**src/rtl/fib_bcd_converter.sv**
```systemverilog
// Sequential double-dabble binary-to-BCD converter, one binary bit per clock.
// Latency WIDTH+1 edges start-to-valid; start is ignored while busy (ready=0).
module fib_bcd_converter #(
    parameter int WIDTH  = 8,
    parameter int DIGITS = 3
) (
    input  logic                  clock,
    input  logic                  reset,
    input  logic [WIDTH-1:0]      bin_in,
    input  logic                  start,
    output logic                  ready,
    output logic                  valid,
    output logic [4*DIGITS-1:0]   bcd_out
);

    localparam int CW = $clog2(WIDTH + 1);

    typedef enum logic [1:0] {
        IDLE  = 2'd0,
        SHIFT = 2'd1,
        DONE  = 2'd2
    } state_t;

    state_t              state;
    state_t              state_next;
    logic [WIDTH-1:0]    shift_reg;
    logic [4*DIGITS-1:0] scratch;
    logic [4*DIGITS-1:0] adjusted;
    logic [4*DIGITS-1:0] scratch_next;
    logic [CW-1:0]       count;
    logic                last_shift;

    assign last_shift = (count == CW'(WIDTH - 1));

    always_ff @(posedge clock or negedge reset) begin
        if (!reset) begin
            state <= IDLE;
        end else begin
            state <= state_next;
        end
    end

    always_comb begin
        state_next = state;
        case (state)
            IDLE:    if (start) state_next = SHIFT;
            SHIFT:   if (last_shift) state_next = DONE;
            DONE:    state_next = IDLE;
            default: state_next = IDLE;
        endcase
    end

    always_comb begin
        ready = 1'b0;
        valid = 1'b0;
        case (state)
            IDLE:    ready = 1'b1;
            DONE:    valid = 1'b1;
            default: ;
        endcase
    end

    // Add-3 correction on every digit >= 5, then shift in the next binary MSB.
    always_comb begin
        adjusted = scratch;
        for (int i = 0; i < DIGITS; i++) begin
            if (scratch[4*i +: 4] >= 4'd5) begin
                adjusted[4*i +: 4] = scratch[4*i +: 4] + 4'd3;
            end
        end
        scratch_next = {adjusted[4*DIGITS-2:0], shift_reg[WIDTH-1]};
    end

    always_ff @(posedge clock or negedge reset) begin
        if (!reset) begin
            shift_reg <= '0;
            scratch   <= '0;
            count     <= '0;
            bcd_out   <= '0;
        end else begin
            case (state)
                IDLE: begin
                    if (start) begin
                        shift_reg <= bin_in;
                        scratch   <= '0;
                        count     <= '0;
                    end
                end
                SHIFT: begin
                    shift_reg <= {shift_reg[WIDTH-2:0], 1'b0};
                    scratch   <= scratch_next;
                    count     <= count + 1'b1;
                    if (last_shift) begin
                        bcd_out <= scratch_next;
                    end
                end
                default: ;
            endcase
        end
    end

endmodule

```
**config.mk**
```make
export PLATFORM = sky130hd
export DESIGN_NAME = fib_bcd_converter
export DESIGN_NICKNAME = d
export VERILOG_FILES = /design/src/rtl/fib_bcd_converter.sv
export SDC_FILE = /design/constraint.sdc
export NUM_CORES = 1
export LEC_CHECK = 0
export ABC_CLOCK_PERIOD_IN_PS = 1500
export BUFFER_PORTS_ARGS = -buffer_cell sky130_fd_sc_hd__clkbuf_2
export CORE_MARGIN = 4
export CORE_UTILIZATION = 51
export CTS_CLUSTER_SIZE = 20
export DETAILED_ROUTE_END_ITERATION = 8
export PLACE_DENSITY = 0.81
export SYNTH_ARGS = -nofsm -noshare
export SYNTH_HDL_FRONTEND = slang
export SYNTH_SLANG_ARGS = --single-unit
```
**constraint.sdc**
```tcl
create_clock -name clock -period 1.5 [get_ports clock]
set_input_delay 0.225 -clock clock [delete_from_list [all_inputs] [get_ports clock]]
set_output_delay 0.225 -clock clock [all_outputs]
set_load 0.01 [all_outputs]
```
==> results.py <==
metrics = {
    "power": {
        "p_clk_share_pct": 13.4,
        "p_seq_share_pct": 35.7,
        "p_leak_nw": 1.11,
        "combPwrFrac_pct": 51.0,
        "p_sw_mw": 2.09,
        "power.density_nw_per_um2": 2270,
        "internal_power_mw": 3.27,
        "switching_share_pct": 39.0,
        "power_mw": 5.37,
        "vdd_ir_drop_max_mv": 1.07,
    },
    "outcome": {
        "outcome": "complete, no violations",
    },
    "global_routing": {
        "grt_util_all_layers_pct": 18.7,
        "grt_max_degree": 24,
        "overflow": 0,
        "grt_pass1_vias": 1456,
        "grt_pass1_wl_mm": 6.52,
        "antenna_found_initial": 0,
    },
    "finish": {
        "area_growth_pct": 27.0,
        "mostFrequentLayoutCells": "38 x dfrtp_1, 24 x clkbuf_2, 17 x o21ai_0, 17 x buf_4, 14 x a21oi_1",
        "diodes": 0,
        "layout_commonest_cell": "dfrtp_1",
        "regArea_um2": 951,
        "nNetsFinal": 236,
        "multi_input_area_um2": 950,
        "drive_above_1_share_pct": 36.1,
        "nFillCells": 260,
    },
    "floorplan": {
        "io_pins": 25,
        "rows": 21,
        "die_y_um": 68.5,
        "core_um2": 3440,
        "start_util_pct": 54.2,
        "die-width_um": 68.5,
        "dieArea_um2": 4690,
    },
    "drt": {
        "first_pass_iters": 4,
        "wl_met3_um": 180,
        "wl_met2_mm": 1.87,
        "drc_errors": 0,
        "highest_layer": "met4",
        "drt-total-wl_mm": 3.87,
        "wl_met1_mm": 1.76,
        "wire_per_inst_um": 14.6,
        "drt-vias-per-instance": 5.47,
        "drt_iter0_drc": 80,
        "vias": 1449,
        "drtAntennaViolNets": 0,
    },
    "clocking": {
        "cts_buffer_depth": 2,
        "h-tree-depth": 2,
        "cts_tree": "done",
        "cts_sinks": 38,
        "cts_buffers": 5,
        "clock_latency_ns": 0.29,
        "clockRootBuffer": "clkbuf_8",
        "clkTransAtPathRegs_ns": 0.07,
    },
    "place": {
        "port-buffer-count": 24,
        "hpwl_mm": 2.56,
        "place_ws_ns": -0.0223,
        "globalplace.congestion": 0.764,
    },
    "worst_setup_path": {
        "crit_start": "scratch[4]",
        "crit_type": "register to register",
        "r2r-start": "scratch[4]",
        "r2r_setup_slack_ns": 0.03,
        "start_kind": "register",
        "setup.worst_path.end": "bcd_out[6]",
        "crit_fanout": 4,
        "worst_ep_arrival_time_ns": 1.70,
        "cp.required_ns": 1.73,
        "ff2ff_path_depth": 6,
        "regToRegEndpoint": "bcd_out[6]",
        "endpoint_kind": "register",
    },
    "yosys": {
        "async_flop_share_pct": 100,
        "syn_nets": 194,
        "synth_top_area_share_pct": 51.0,
        "netlist_instances": 176,
        "synth.distinct_cells": 27,
        "synth_seq_cells": 38,
        "avgSynthCellArea_um2": 10.6,
        "yosys_warnings": 0,
        "syn_area_um2": 1870,
        "synth_edf_count": 0,
        "synth_ff_type": "dfrtp_1",
        "ys_top_cells_by_area": "dfrtp_1 51%, ha_1 4.7%, o21ai_0 4.6%",
        "synth.largest_area_cell": "dfrtp_1",
        "ys_seq_area_share_pct": 51.0,
    },
    "run": {
        "max_cap_violations": 0,
    },
    "sta": {
        "finalClockSkew_ns": 0.00622,
        "drv_slew": 0,
        "slew-limit-headroom_pct": 71.0,
        "rsz0062_at_grt": "true",
        "setup_slack_ns": 0.0350,
        "worst_pin_slew_ns": 0.435,
        "fmax_ghz": 0.683,
        "period_needed_ns": 1.47,
        "finalSetupViolCount": 0,
        "min_period_over_period_pct": 97.7,
        "hold_viol_final": 0,
    },
    "worst_hold_path": {
        "hold_depth": 3,
        "hp-class": "primary input to register",
    },
}
-- layer usage --
metal  GRT usage, %  up-vias
met4           7.44        0
met1           22.7      707
met2           31.1       30
met5              0        -
met3           4.93        6
li1               -      706
-- stage by stage --
stage                     hold slack (ns)  utilization (%)  TNS (ns)  std cells  instance area [um^2]
after floorplan                   -0.0706                -         0        176                  1870
after global placement              0.180             61.3         0        250                  2110
after detailed placement            0.184             61.3   -0.0506        250                  2110
after CTS                           0.204             64.6         0        260                  2220
after global routing                0.249             68.8    -0.157        265                  2370
final                               0.212             68.8         0        265                  2370
-- Yosys cell counts, types with 2 or more instances --
master    count
xnor2_1       3
a22o_1        9
nor2b_1      12
a21oi_2       6
nand3_1       4
nand2_1       8
nand2b_1      4
o21ai_0      17
a21oi_1      15
buf_2         5
mux2_1        5
buf_6         2
nor3b_1       5
nor2_1        7
inv_1         6
clkbuf_1      2
ha_1          7
a22oi_1       7
nor3_1        4
mux2_2        2
mux2i_1       3
dfrtp_1      38
-- worst max-delay path, stage by stage, from the launching register on --
cell and delay [ns]:
dfrtp_1 0.42, inv_1 0.08, ha_2 0.20, nand2b_4 0.07, a21oi_4 0.20, mux2i_2 0.27
mux2_4 0.18
-- power by group through the flow --
stage	clock network (mW)	registers [mW]	logic [mW]
finish	0.718	1.91	2.74
global route	0.789	1.98	3.03
CTS	0.730	1.86	2.33
detailed placement	0	1.88	2.28
global placement	0	1.86	2.20
floorplan	0	1.89	1.54
-- kinds of logic after synthesis --
logic type	share of synthesized area, %
adders and majority gates	4.69
and+or+nand+nor	12.9
AOI/OAI and AO/OA	20.1
muxes	5.83
xor gates and xnor gates	1.41
buffers and inverters	4.16
DFF	51.0
-- area by class of cell --
type	count	area share, %
Multi-Input combinational cell	123	40.1
Sequential cell	38	40.1
Clock inverter	1	0.211
Inverter	6	0.950
Timing Repair Buffer	44	12.6
Clock buffer	7	3.64
Tap cell	46	2.43
-- worst min path at each step --
stage                         to       from
floorplan             bcd_out[0]      reset
global placement      bcd_out[7]      reset
detailed placement    bcd_out[7]      reset
CTS                 shift_reg[3]  bin_in[3]
global route        shift_reg[5]  bin_in[5]
finish              shift_reg[3]  bin_in[3]
-- what timing repair did --
action,CTS,global route
resized for setup,1,25
setup endpoints to repair,6,16
setup buffers,1,5
hold buffers,1,0
pin swaps,2,5
hold endpoints to repair,15,0
gates cloned,0,0
(Power assumes the default switching activity.)
